<file path="src/rtl/layer_generator.sv">
// Row generator for a lane-hopping game: produces one seven-column row per jump,
// shaped by a Galois LFSR and a slowly rising hazard threshold.
module layer_generator #(
  parameter logic [15:0] SEED           = 16'hACE1,
  parameter int          HAZARD_START   = 1,
  parameter int          HAZARD_MAX     = 6,
  parameter int          ROWS_PER_LEVEL = 8
) (
  input  logic       clk,
  input  logic       rst,
  input  logic       module_en,
  input  logic       jump_left,
  input  logic       jump_right,
  output logic [0:6] layer_map_out,
  output logic [0:6] block_type_out,
  output logic       ready,
  output logic       overrun
);

  localparam int CNT_W = (ROWS_PER_LEVEL > 1) ? $clog2(ROWS_PER_LEVEL) : 1;
  localparam logic [CNT_W:0] ROWS_LIM  = (CNT_W + 1)'(ROWS_PER_LEVEL);
  localparam logic [2:0]     HAZ_START = 3'(HAZARD_START);
  localparam logic [2:0]     HAZ_MAX   = 3'(HAZARD_MAX);

  typedef enum logic [1:0] {
    IDLE  = 2'd0,
    GEN   = 2'd1,
    READY = 2'd2
  } state_t;

  function automatic logic [15:0] lfsr_step(input logic [15:0] v);
    return {1'b0, v[15:1]} ^ (v[0] ? 16'hB400 : 16'h0000);
  endfunction

  // Path wanders one column per row and bounces off the edges.
  function automatic logic [2:0] next_path(input logic [2:0] p, input logic dir);
    if (p == 3'd0)      return 3'd1;
    else if (p == 3'd6) return 3'd5;
    else if (dir)       return p + 3'd1;
    else                return p - 3'd1;
  endfunction

  state_t           state_r;
  logic [15:0]      lfsr_r;
  logic [2:0]       gen_cnt_r;
  logic [2:0]       path_col_r;
  logic [2:0]       hazard_level_r;
  logic [CNT_W-1:0] row_cnt_r;
  logic [0:6]       shadow_map_r;
  logic [0:6]       shadow_type_r;

  logic             jump_s;
  logic [2:0]       col_idx_s;
  logic             col_present_s;
  logic             col_hazard_s;
  logic [0:6]       build_map_s;
  logic [0:6]       build_type_s;
  logic [CNT_W:0]   row_next_s;

  assign jump_s     = jump_left | jump_right;
  assign row_next_s = {1'b0, row_cnt_r} + {{CNT_W{1'b0}}, 1'b1};

  // Build the column addressed by gen_cnt and merge it into the shadow row.
  always_comb begin
    col_idx_s     = gen_cnt_r - 3'd1;
    col_present_s = 1'b0;
    col_hazard_s  = 1'b0;
    build_map_s   = shadow_map_r;
    build_type_s  = shadow_type_r;
    if (col_idx_s == path_col_r) begin
      col_present_s = 1'b1;
      col_hazard_s  = 1'b0;
    end else begin
      col_present_s = (lfsr_r[2:0] < 3'd5);
      col_hazard_s  = col_present_s && (lfsr_r[5:3] < hazard_level_r);
    end
    for (int c = 0; c < 7; c++) begin
      if ((gen_cnt_r != 3'd0) && (col_idx_s == 3'(c))) begin
        build_map_s[c]  = col_present_s;
        build_type_s[c] = col_hazard_s;
      end else begin
        build_map_s[c]  = shadow_map_r[c];
        build_type_s[c] = shadow_type_r[c];
      end
    end
  end

  // Control FSM, LFSR, level tracking and registered outputs.
  always_ff @(posedge clk or posedge rst) begin
    if (rst) begin
      state_r        <= IDLE;
      lfsr_r         <= SEED;
      gen_cnt_r      <= 3'd0;
      path_col_r     <= 3'd3;
      hazard_level_r <= HAZ_START;
      row_cnt_r      <= {CNT_W{1'b0}};
      shadow_map_r   <= 7'b0000000;
      shadow_type_r  <= 7'b0000000;
      layer_map_out  <= 7'b0000000;
      block_type_out <= 7'b0000000;
      ready          <= 1'b0;
      overrun        <= 1'b0;
    end else if (!module_en) begin
      state_r        <= IDLE;
      lfsr_r         <= SEED;
      gen_cnt_r      <= 3'd0;
      path_col_r     <= 3'd3;
      hazard_level_r <= HAZ_START;
      row_cnt_r      <= {CNT_W{1'b0}};
      shadow_map_r   <= 7'b0000000;
      shadow_type_r  <= 7'b0000000;
      layer_map_out  <= 7'b0000000;
      block_type_out <= 7'b0000000;
      ready          <= 1'b0;
      overrun        <= 1'b0;
    end else begin
      case (state_r)
        IDLE: begin
          state_r       <= GEN;
          gen_cnt_r     <= 3'd0;
          shadow_map_r  <= 7'b0000000;
          shadow_type_r <= 7'b0000000;
        end
        GEN: begin
          lfsr_r        <= lfsr_step(lfsr_r);
          shadow_map_r  <= build_map_s;
          shadow_type_r <= build_type_s;
          if (jump_s) begin
            overrun <= 1'b1;
          end
          if (gen_cnt_r == 3'd0) begin
            path_col_r <= next_path(path_col_r, lfsr_r[0]);
          end
          if (gen_cnt_r == 3'd7) begin
            // Whole row lands on the outputs in one edge.
            layer_map_out  <= build_map_s;
            block_type_out <= build_type_s;
            ready          <= 1'b1;
            state_r        <= READY;
            gen_cnt_r      <= 3'd0;
            if (row_next_s == ROWS_LIM) begin
              row_cnt_r <= {CNT_W{1'b0}};
              if (hazard_level_r < HAZ_MAX) begin
                hazard_level_r <= hazard_level_r + 3'd1;
              end
            end else begin
              row_cnt_r <= row_next_s[CNT_W-1:0];
            end
          end else begin
            gen_cnt_r <= gen_cnt_r + 3'd1;
          end
        end
        READY: begin
          if (jump_s) begin
            state_r       <= GEN;
            ready         <= 1'b0;
            gen_cnt_r     <= 3'd0;
            shadow_map_r  <= 7'b0000000;
            shadow_type_r <= 7'b0000000;
          end
        end
        default: begin
          state_r   <= IDLE;
          gen_cnt_r <= 3'd0;
          ready     <= 1'b0;
        end
      endcase
    end
  end

endmodule

</file>
<file path="config.mk">
export PLATFORM = sky130hd
export DESIGN_NAME = layer_generator
export DESIGN_NICKNAME = d
export VERILOG_FILES = /design/src/rtl/layer_generator.sv
export SDC_FILE = /design/constraint.sdc
export NUM_CORES = 1
export LEC_CHECK = 0
export ABC_AREA = 1
export BUFFER_PORTS_ARGS = -buffer_cell sky130_fd_sc_hd__buf_4
export CORE_ASPECT_RATIO = 0.9
export CORE_MARGIN = 1.5
export CORE_UTILIZATION = 40
export DETAILED_ROUTE_END_ITERATION = 8
export GPL_ROUTABILITY_DRIVEN = 0
export GPL_TIMING_DRIVEN = 1
export SLEW_MARGIN = 0
export SYNTH_ARGS = -nofsm -noshare
export SYNTH_HDL_FRONTEND = slang
export SYNTH_SLANG_ARGS = --single-unit
</file>
<file path="constraint.sdc">
create_clock -name clk -period 1.78 [get_ports clk]
set_clock_uncertainty 0.1 [all_clocks]
set_input_delay 0.089 -clock clk [delete_from_list [all_inputs] [get_ports clk]]
set_output_delay 0.089 -clock clk [all_outputs]
set_load 0.05 [all_outputs]
</file>
Word-level counts from Yosys, hierarchy flattened
Index checks and enable logic that the tools add are counted.
{"block": "word_totals", "word_cells": 125, "in_bits": 5, "ff_bits": 60}
{"block": "op_classes", "n_bitwise": 2, "order_cmp": 3, "reduce_logical": 20, "mux": 60, "n_addsub": 6, "n_eq_ne": 22}
{"op": "7-bit 2-to-1 mux", "n": 9}
{"op": "3-bit 2-to-1 mux", "n": 18}
{"op": "16-bit 2-to-1 mux", "n": 3}
{"op": "7-bit case mux with 3 select lines", "n": 2}
{"op": "1-bit 2-to-1 mux", "n": 22}
{"op": "15-bit by 16-bit bitwise XOR with 16-bit output", "n": 1}
{"op": "3-bit == test (second input constant)", "n": 5}
{"op": "2-bit by 1-bit != test with 1-bit output (second input constant)", "n": 6}
{"op": "2-bit AND reduction", "n": 5}
{"op": "3-bit by 1-bit adder with 3-bit output (second input constant)", "n": 3}
{"op": "3-bit logical NOT", "n": 3}
{"op": "1-bit logical AND", "n": 8}
{"op": "3-bit by 2-bit == test with 1-bit output (second input constant)", "n": 2}
{"op": "3-bit < comparator (second input constant)", "n": 2}
{"op": "2-bit 2-to-1 mux", "n": 3}
{"op": "3-bit != test (second input constant)", "n": 2}
{"op": "2-bit case mux with 3 select lines", "n": 1}
{"op": "3-bit case mux with 2 select lines", "n": 1}
{"op": "3-bit by 1-bit subtractor with 3-bit output (second input constant)", "n": 2}
{"op": "3-bit by 1-bit adder with 4-bit output (second input constant)", "n": 1}
{"op": "4-bit == test (second input constant)", "n": 1}
{"op": "4-bit by 1-bit != test with 1-bit output (second input constant)", "n": 1}
{"op": "4-bit AND reduction", "n": 1}
{"op": "3-bit by 1-bit == test with 1-bit output (second input constant)", "n": 1}
{"op": "other kinds (10)", "n": 10}

Depth between registers and ports, before layout
Gate-level depths: netlist (run 1).
{"block": "depth", "depth_word": 7, "mapped_depth": 11, "mapped_depth_nobuf": 11}

Worst setup path after synthesis (run 1)
Ideal clock, no wire load.
{"block": "synth_path", "kind": "reg-to-reg", "startpoint": "register gen_cnt_r[0]", "endpoint": "register block_type_out[1] (netlist name)", "slack_ns": -0.180, "arrival_time_ns": 1.742, "stages_incl_launch_ff": 11, "required_time_ns": 1.562, "setup_ns": 0.118, "synth_period_minus_slack_ns": 1.960, "path_cell_list": "dfrtp_1 > inv_1 > ha_1 > ha_1 > buf_2 > xnor2_1 > nand3_2 > nand2_2 > nand2_1 > nand3_1 > nand2_1"}
{"block": "synth_via", "elab_chain_cells": 7, "elab_cells_between_ends": 13, "cone_classes": "1 x add/sub; 4 x eq/ne; 5 x mux; 3 x reduce/logical"}
{"item": "start: declaration", "line": "45", "text": "logic [2:0] gen_cnt_r;"}
{"item": "start signal: assignment", "line": "150", "text": "gen_cnt_r <= gen_cnt_r + 3'd1;"}
{"item": "3-bit by 1-bit subtractor with 3-bit output", "line": "65", "text": "col_idx_s = gen_cnt_r - 3'd1;"}
{"item": "3-bit == test or 3-bit by 1-bit == test with 1-bit output (tied branches)", "line": "70, 78"}
{"item": "1-bit 2-to-1 mux or 1-bit logical AND (tied branches)", "line": "70, 78"}
{"item": "1-bit 2-to-1 mux", "line": "78", "text": "if ((gen_cnt_r != 3'd0) && (col_idx_s == 3'(c))) begin"}
{"item": "7-bit 2-to-1 mux", "line": "134", "text": "if (gen_cnt_r == 3'd7) begin"}
{"item": "7-bit 2-to-1 mux", "line": "117", "text": "case (state_r)"}
{"item": "7-bit 2-to-1 mux", "line": "103", "text": "end else if (!module_en) begin"}
{"item": "end signal: assignment", "line": "137", "text": "block_type_out <= build_type_s;"}
{"item": "end: declaration", "line": "15", "text": "output logic [0:6] block_type_out,"}
Several ways; a longest one is shown, not always the timed one. The select of a mux whose other input is x is not followed.
A chain may end at the register's enable or synchronous reset.

Worst setup path in the final report (run 1)
{"block": "layout_path", "startpoint": "register gen_cnt_r[0]", "endpoint": "register block_type_out[0] (netlist name)"}
{"block": "layout_via", "elab_chain_cells": 7, "elab_cells_between_ends": 13, "cone_classes": "1 x add/sub; 3 x eq/ne; 5 x mux; 4 x reduce/logical"}
{"item": "3-bit by 1-bit subtractor with 3-bit output", "line": "65"}
{"item": "3-bit == test or 3-bit logical NOT (tied branches)", "line": "70, 78"}
{"item": "1-bit 2-to-1 mux or 1-bit logical AND (tied branches)", "line": "70, 78"}
{"item": "1-bit 2-to-1 mux", "line": "78"}
{"item": "7-bit 2-to-1 mux", "line": "134"}
{"item": "7-bit 2-to-1 mux", "line": "117"}
{"item": "7-bit 2-to-1 mux", "line": "103"}
Several ways; a longest one is shown, not always the timed one. The select of a mux whose other input is x is not followed.

==> parameters.txt, run 1 <==
Parameter                              Value

Run status
  Result of the run ... finished with violations
  Violations in the final reports ... setup timing

Die
  Floorplan core area ... roughly 0.0075 mm²
  Standard-cell row count ... 30
  Die ar. ... 0.00827 mm²
  Ports ... 21
  DIE WIDTH ... approximately 96 µm
  Starting utilization of the core area ... 0.412
  Die Y-Extent ... approximately 86 µm

Clock tree
  Sinks on Clock Net ... 60
  Root buffer selected by CTS ... sky130_fd_sc_hd__clkbuf_8
  Longest Clk Path Bufs ... 2
  Number of buffers inserted during clock tree synthesis ... 9
  Maximum level of the CTS H-tree ... 3
  Worst-skew pair later-pin latency ... around 340 ps
  CTS tree ... yes
  Clock-pin transition on the worst setup and hold timing paths ... about 70 ps

Synthesis
  Async SR Flop Fraction ... 1.00
  Post-synthesis cell type with the largest combined area ... sky130_fd_sc_hd__dfrtp_1
  Most common cell in the netlist ... sky130_fd_sc_hd__nand2_1
  Most frequently used flop master after synthesis ... sky130_fd_sc_hd__dfrtp_1
  Fraction of the yosys area taken by sequential cells ... 0.490
  Post-synth top area share ... 0.396
  YS warnings ... 0
  Synth Area per Inst ... roughly 8.5 µm²
  Nets in the synthesized netlist ... 382
  Dominant combinational cell family by area after synthesis ... simple AND/OR/NAND/NOR gates
  Arithmetic-cell share of the synthesized area counting full adders, half adders and majority gates ... 0.0550
  Area share of and/or/nand/nor cells after synthesis ... 0.262
  Portion of netlist area occupied by mux cells ... 0
  Number of storage elements in the synthesis netlist ... 60
  Number of distinct library cells after synthesis ... 36
  Biggest area contributors in the synthesized netlist ... sky130_fd_sc_hd__dfrtp_1 (40%), sky130_fd_sc_hd__nand2_1 (13%), sky130_fd_sc_hd__dfstp_2 (9.3%)
  Gate Count Post-Synth ... 364
  Synth Area in XOR/XNOR ... 0.00566
  Post-Synthesis Cell Area ... 0.00309 mm²
  Top cells by instance count after synthesis ... sky130_fd_sc_hd__nand2_1 (110), sky130_fd_sc_hd__inv_1 (50), sky130_fd_sc_hd__dfrtp_1 (49), sky130_fd_sc_hd__nand3_1 (36)
  Number of enable-type register cells in the synthesized netlist ... 0
  Synthesized-area fraction occupied by ao, oa, aoi and oai cells ... 0.0971

Placement
  Number of buffers added on ports ... 20
  Cell total after placement ... 490
  Hpwl dp ... between 4000 and 5000 µm
  Post-placement setup slack ... -117 ps

Timing
  RSZ-0062 raised after global routing ... yes
  Final hold slack ... approximately 270 ps
  F_max ... 559 MHz
  Slew of the pin with the lowest slew margin ... approximately 500 ps
  Max-slew violation total from the final report ... 0
  Period Utilization, post-route ... 1.01
  Final hold violations ... 0
  Post-route worst setup slack ... -9.68 ps
  Count of final setup violators ... 3
  Worst slew margin relative to its limit ... 0.668
  Min Tclk post-route ... 1790 ps

Setup path
  CP Buf/Inv Count ... 1
  Top fanout value on the critical path ... 7
  Crit path cell chain ... inv_2, ha_4, ha_4, xnor2_2, nand3_2, nand2_4, nand2_1, nand3_1, nand2_1
  Worst setup path class ... flop to flop
  Type of element capturing the critical path ... flop
  Nature of the critical path startpoint ... flop
  Max stage delay on crit path ... 400 ps
  Kind of cell adding the most delay to the critical path ... simple AND/OR/NAND/NOR gates
  Required time of the critical path ... around 1900 ps
  Slowest cell on the critical path ... sky130_fd_sc_hd__dfrtp_1
  Critical path arrival ... ~1900 ps

Power and ir drop
  Clock group share of total power ... 0.410
  Net load switching power ... between 900 and 1000 µW
  Register share of total power ... 0.423
  Static Leakage ... around 0.002 µW
  Sw Share ... 0.267
  Power density normalized to cell area ... roughly 900 mW/mm²
  Largest vdd supply drop ... about 430 µV
  P_int ... 2620 µW
  Combinational Power Share ... 0.167
  Final Total Pwr ... approximately 3600 µW

Finish
  Synthesis-to-finish area growth ... 27.5%
  Final core occ ... 0.525
  Antenna Diode Count ... 0
  Fraction of layout cells with a size suffix above 1 ... 0.275
  NumNets Final ... roughly 430
  Final Instance Count excl. Fillers ... approximately 510
  Layout fillers ... ~680

Routing
  Drc violations ... 0
  Routed Wire Length ... 6800 µm
  Violation count after the first detailed-routing iteration ... approximately 130
  Total vias in the final route ... 2508
  Pre-antenna DRT Iters ... 4
  Routed wire length per instance ... 13.2 µm
  Remaining antenna violation count after routing ... 0
  Ratio of routed vias to standard cells ... around 4.9

GRT
  Antenna violations before repair ... 0
  Total global routing overflow ... 0
  Maximum number of pins on one net before global-route repair ... 61
  Total Routing Usage GR ... 0.181
  First-pass GRT wire length ... 11400 µm
  Number of global-route vias before repair ... ~2400

Flow run
  Maximum Capacitance Violations ... 0

Worst hold path
  Worst min-delay path class ... primary input to async pin
cell usage in the layout (no fill, tap or decap), types with 9 or more instances in the layout:
cell type and n:
sky130_fd_sc_hd__ha_1 10, sky130_fd_sc_hd__nand3_2 10, sky130_fd_sc_hd__nand2_1 109, sky130_fd_sc_hd__inv_2 11, sky130_fd_sc_hd__nor2_1 9, sky130_fd_sc_hd__inv_1 44, sky130_fd_sc_hd__clkbuf_8 9, sky130_fd_sc_hd__a21oi_1 12
sky130_fd_sc_hd__o22ai_1 9, sky130_fd_sc_hd__buf_4 38, sky130_fd_sc_hd__nand3_1 26, sky130_fd_sc_hd__o21ai_0 11, sky130_fd_sc_hd__dfrtp_1 49, sky130_fd_sc_hd__dfstp_2 11
sequential cells by signal, indices dropped and copies added, names as in the netlist:
register / flops
block_type_out: 7
shadow_type_r: 7
hazard_level_r: 3
row_cnt_r: 3
gen_cnt_r: 3
path_col_r: 3
layer_map_out: 7
state_r: 2
shadow_map_r: 7
lfsr_r: 16
ready: 1
overrun: 1
power groups by stage:
stage	clock, µW	combinational (µW)	sequential (µW)
6_report	1470	598	1510
5_1_grt	1560	659	1520
4_1_cts	1500	543	1510
3_5_place_dp	0	515	1530
3_3_place_gp	0	507	1530
2_1_floorplan	0	356	1540
timing repair:
item / 4_1_cts / 5_1_grt
pin swaps: 0 / 8
hold endpoints to repair: 58 / 0
setup endpoints to repair: 15 / 32
setup buffers: 1 / 3
resized for setup: 10 / 23
hold buffers: 4 / 0
path summary, 6_finish.rpt:
path                                      to  cells after the start             start  slack [ps]
min                         shadow_type_r[3]                      4               rst         270
max reg2reg                block_type_out[0]                      9      gen_cnt_r[0]         -10
min in group clk            layer_map_out[1]                      2  layer_map_out[1]         370
max                        block_type_out[0]                      9      gen_cnt_r[0]         -10
min reg2reg                 layer_map_out[1]                      2  layer_map_out[1]         370
max in group asynchronous      path_col_r[0]                      4               rst         980
layout make-up:
type	instances	area, µm²	share of cell area
multi-input combinational	240	1470	0.372
tap	96	120	0.0305
clock inverter	5	100	0.0254
sequential	60	1520	0.384
inverter	56	215	0.0546
clock buffer	11	131	0.0333
timing repair buffer	46	397	0.101
logic make-up after synthesis:
group | count (synthesis)
compound gates | 47
fa+ha+maj | 13
xor+xnor | 2
simple gates | 178
flops | 60
buf+inv | 64
worst register-to-register path: stages, from the launching register on:
cell and delay, ps:
sky130_fd_sc_hd__dfrtp_1 400, sky130_fd_sc_hd__inv_2 80, sky130_fd_sc_hd__ha_4 170, sky130_fd_sc_hd__ha_4 300, sky130_fd_sc_hd__xnor2_2 120, sky130_fd_sc_hd__nand3_2 120, sky130_fd_sc_hd__nand2_4 140, sky130_fd_sc_hd__nand2_1 80
sky130_fd_sc_hd__nand3_1 110, sky130_fd_sc_hd__nand2_1 60
per-layer routing:
layer,global-route usage,part of all wire
met1,0.254,0.50
met5,0,0
met4,0.0682,0.011
met2,0.269,0.45
met3,0.0456,0.041
through the flow:
stage                     cell area (µm²)  TNS (ps)
after floorplan                      3130      -212
after global placement               3490      -490
after detailed placement             3490      -728
after CTS                            3810         0
after global routing                 3940     -2070
final                                3940     -18.4
Power figures use the tool's default switching activity.
==> inputs of run 2 (changes only) <==
- TNS_END_PERCENT: default -> 50
==> parameters.txt, run 2 (synthesized netlist as in run 1, its figures left out) <==
Parameter                              Value

Die
  DIE WIDTH ... 95.7 µm (unchanged)
  Floorplan core area ... 0.00751 mm² (unchanged)
  Ports ... 21 (unchanged)
  Standard-cell row count ... 30 (unchanged)
  Die Y-Extent ... 86.4 µm (unchanged)
  Die ar. ... 0.00827 mm² (unchanged)
  Starting utilization of the core area ... 0.412 (unchanged)

Timing
  Post-route worst setup slack ... -20.5 ps (was -9.68 ps)
  Period Utilization, post-route ... 1.01 (about the same)
  Worst slew margin relative to its limit ... 0.665 (was 0.668)
  Slew of the pin with the lowest slew margin ... 501 ps (was 497 ps)
  Count of final setup violators ... 2 (was 3)
  F_max ... 555 MHz (was 559 MHz)
  Min Tclk post-route ... 1800 ps (was 1790 ps)
  Final hold violations ... 0 (unchanged)
  Final hold slack ... 256 ps (was 271 ps)
  Max-slew violation total from the final report ... 0 (unchanged)
  RSZ-0062 raised after global routing ... yes (unchanged)
  Setup tns final ... -31.4 ps (was -18.4 ps)

GRT
  Total global routing overflow ... 0 (unchanged)
  First-pass GRT wire length ... 11400 µm (about the same)
  Maximum number of pins on one net before global-route repair ... 61 (unchanged)
  Antenna violations before repair ... 0 (unchanged)
  Number of global-route vias before repair ... 2404 (was 2406)
  Total Routing Usage GR ... 0.181 (about the same)

Setup path
  Required time of the critical path ... 1920 ps (was 1910 ps)
  Top fanout value on the critical path ... 6 (was 7)
  Nature of the critical path startpoint ... flop (unchanged)
  Type of element capturing the critical path ... flop (unchanged)
  Worst reg-to-reg setup slack ... -20 ps (was -10 ps)
  Reg2reg path depth ... 8 (was 9)
  Worst setup path class ... flop to flop (unchanged)
  Critical path arrival ... 1940 ps (was 1920 ps)
  End of the worst register-to-register path ... layer_map_out[5] (was block_type_out[0])
  R2R Path Start ... gen_cnt_r[0] (unchanged)

Placement
  Post-placement setup slack ... -117 ps (unchanged)
  Cell total after placement ... 490 (unchanged)
  Number of buffers added on ports ... 20 (unchanged)
  Hpwl dp ... 4570 µm (unchanged)

Finish
  Antenna Diode Count ... 0 (unchanged)
  Layout fillers ... 679 (was 676)
  Commonest non-fill, non-tap cells in the layout ... sky130_fd_sc_hd__nand2_1 (108), sky130_fd_sc_hd__dfrtp_1 (49), sky130_fd_sc_hd__inv_1 (45) (was sky130_fd_sc_hd__nand2_1 (109), sky130_fd_sc_hd__dfrtp_1 (49), sky130_fd_sc_hd__inv_1 (44))
  Max reg flops ... 16 (unchanged)
  NumNets Final ... 431 (unchanged)
  Final core occ ... 0.522 (was 0.525)
  Leading cell type in the layout, fill and taps excluded ... sky130_fd_sc_hd__nand2_1 (unchanged)
  Fraction of layout cells with a size suffix above 1 ... 0.270 (was 0.275)
  Top reg by flops ... lfsr_r (unchanged)
  Final Instance Count excl. Fillers ... 514 (unchanged)
  Synthesis-to-finish area growth ... 26.7% (was 27.5%)

Power and ir drop
  Net load switching power ... 946 µW (was 954 µW)
  Clock group share of total power ... 0.411 (was 0.410)
  Combinational Power Share ... 0.166 (was 0.167)
  Register share of total power ... 0.423 (about the same)
  P_int ... 2620 µW (about the same)
  Largest vdd supply drop ... 428 µV (was 433 µV)
  Static Leakage ... 0.00200 µW (about the same)
  Power density normalized to cell area ... 910 mW/mm² (was 906 mW/mm²)
  Sw Share ... 0.265 (was 0.267)

Clock tree
  Clock-pin transition on the worst setup and hold timing paths ... 70 ps (about the same)
  Worst-skew pair later-pin latency ... 340 ps (about the same)
  Sinks on Clock Net ... 60 (unchanged)
  Longest Clk Path Bufs ... 2 (unchanged)
  Root buffer selected by CTS ... sky130_fd_sc_hd__clkbuf_8 (unchanged)
  Number of buffers inserted during clock tree synthesis ... 9 (unchanged)
  Maximum level of the CTS H-tree ... 3 (unchanged)
  CTS tree ... yes (unchanged)

Routing
  Routed wire length per instance ... 13.3 µm (was 13.2 µm)
  Remaining antenna violation count after routing ... 0 (unchanged)
  Violation count after the first detailed-routing iteration ... 125 (was 129)
  Ratio of routed vias to standard cells ... 4.92 (was 4.88)
  Pre-antenna DRT Iters ... 4 (unchanged)
  Total vias in the final route ... 2530 (was 2508)
  Routed Wire Length ... 6810 µm (was 6800 µm)
  Drc violations ... 0 (unchanged)

Flow run
  Maximum Capacitance Violations ... 0 (unchanged)

Worst hold path
  Worst min-delay path class ... primary input to async pin (unchanged)

Run status
  Violations in the final reports ... setup timing (unchanged)
  Result of the run ... finished with violations (unchanged)
[run 2: timing repair]
action / 4_1_cts / 5_1_grt
hold buffers: 4 / 0
pin swaps: 0 / 3
setup endpoints to repair: 15 / 32
hold endpoints to repair: 58 / 0
setup buffers: 1 / 3
gates resized for setup: 7 / 21
[run 2: metal layers]
| metal | vias up | track usage | share of wire |
|---|---|---|---|
| li1 | 1271 | - | - |
| met1 | 1209 | 0.253 | 0.50 |
| met2 | 42 | 0.269 | 0.45 |
| met3 | 8 | 0.0456 | 0.038 |
| met4 | 0 | 0.0682 | 0.014 |
| met5 | - | 0 | 0 |
[run 2: stage by stage]
stage	instance area, µm²	total power (µW)
after detailed placement	3490	2050
final	3920	3570
after floorplan	3130	1900
after CTS	3800	3550
after global placement	3490	2040
after global routing	3920	3730
[run 2: area by class of cell]
cell class / instances / area, µm² / share of cell area
sequential: 60 / 1520 / 0.387
multi-input combinational: 240 / 1440 / 0.368
timing repair buffer: 46 / 397 / 0.101
inverter: 56 / 215 / 0.0549
clock buffer: 11 / 131 / 0.0335
tap: 96 / 120 / 0.0306
clock inverter: 5 / 100 / 0.0255
[run 2: worst max-delay path: stages, from the launching register on]
cell and delay, ps:
sky130_fd_sc_hd__dfrtp_1 400, sky130_fd_sc_hd__inv_2 90, sky130_fd_sc_hd__ha_4 170, sky130_fd_sc_hd__ha_4 300, sky130_fd_sc_hd__inv_2 70, sky130_fd_sc_hd__nor3_2 280
sky130_fd_sc_hd__nand3_1 130, sky130_fd_sc_hd__nand3_1 100, sky130_fd_sc_hd__nand2_1 50
[run 2: power groups by stage]
stage	clock network, µW	registers [µW]	logic [µW]
2_1_floorplan	0	1540	356
3_3_place_gp	0	1530	507
3_5_place_dp	0	1530	515
4_1_cts	1500	1510	535
5_1_grt	1560	1520	652
6_report	1460	1510	592
[run 2: worst max-delay path by stage]
stage	endpoint	start	slack [ps]	depth (start not counted)
4_1_cts	block_type_out[0]	gen_cnt_r[0]	-6	9
2_1_floorplan	block_type_out[1]	gen_cnt_r[0]	-20	10
3_3_place_gp	layer_map_out[1]	gen_cnt_r[1]	-80	7
3_5_place_dp	layer_map_out[5]	gen_cnt_r[0]	-120	8
6_report	layer_map_out[5]	gen_cnt_r[0]	-20	8
5_1_grt	block_type_out[5]	gen_cnt_r[0]	-90	9
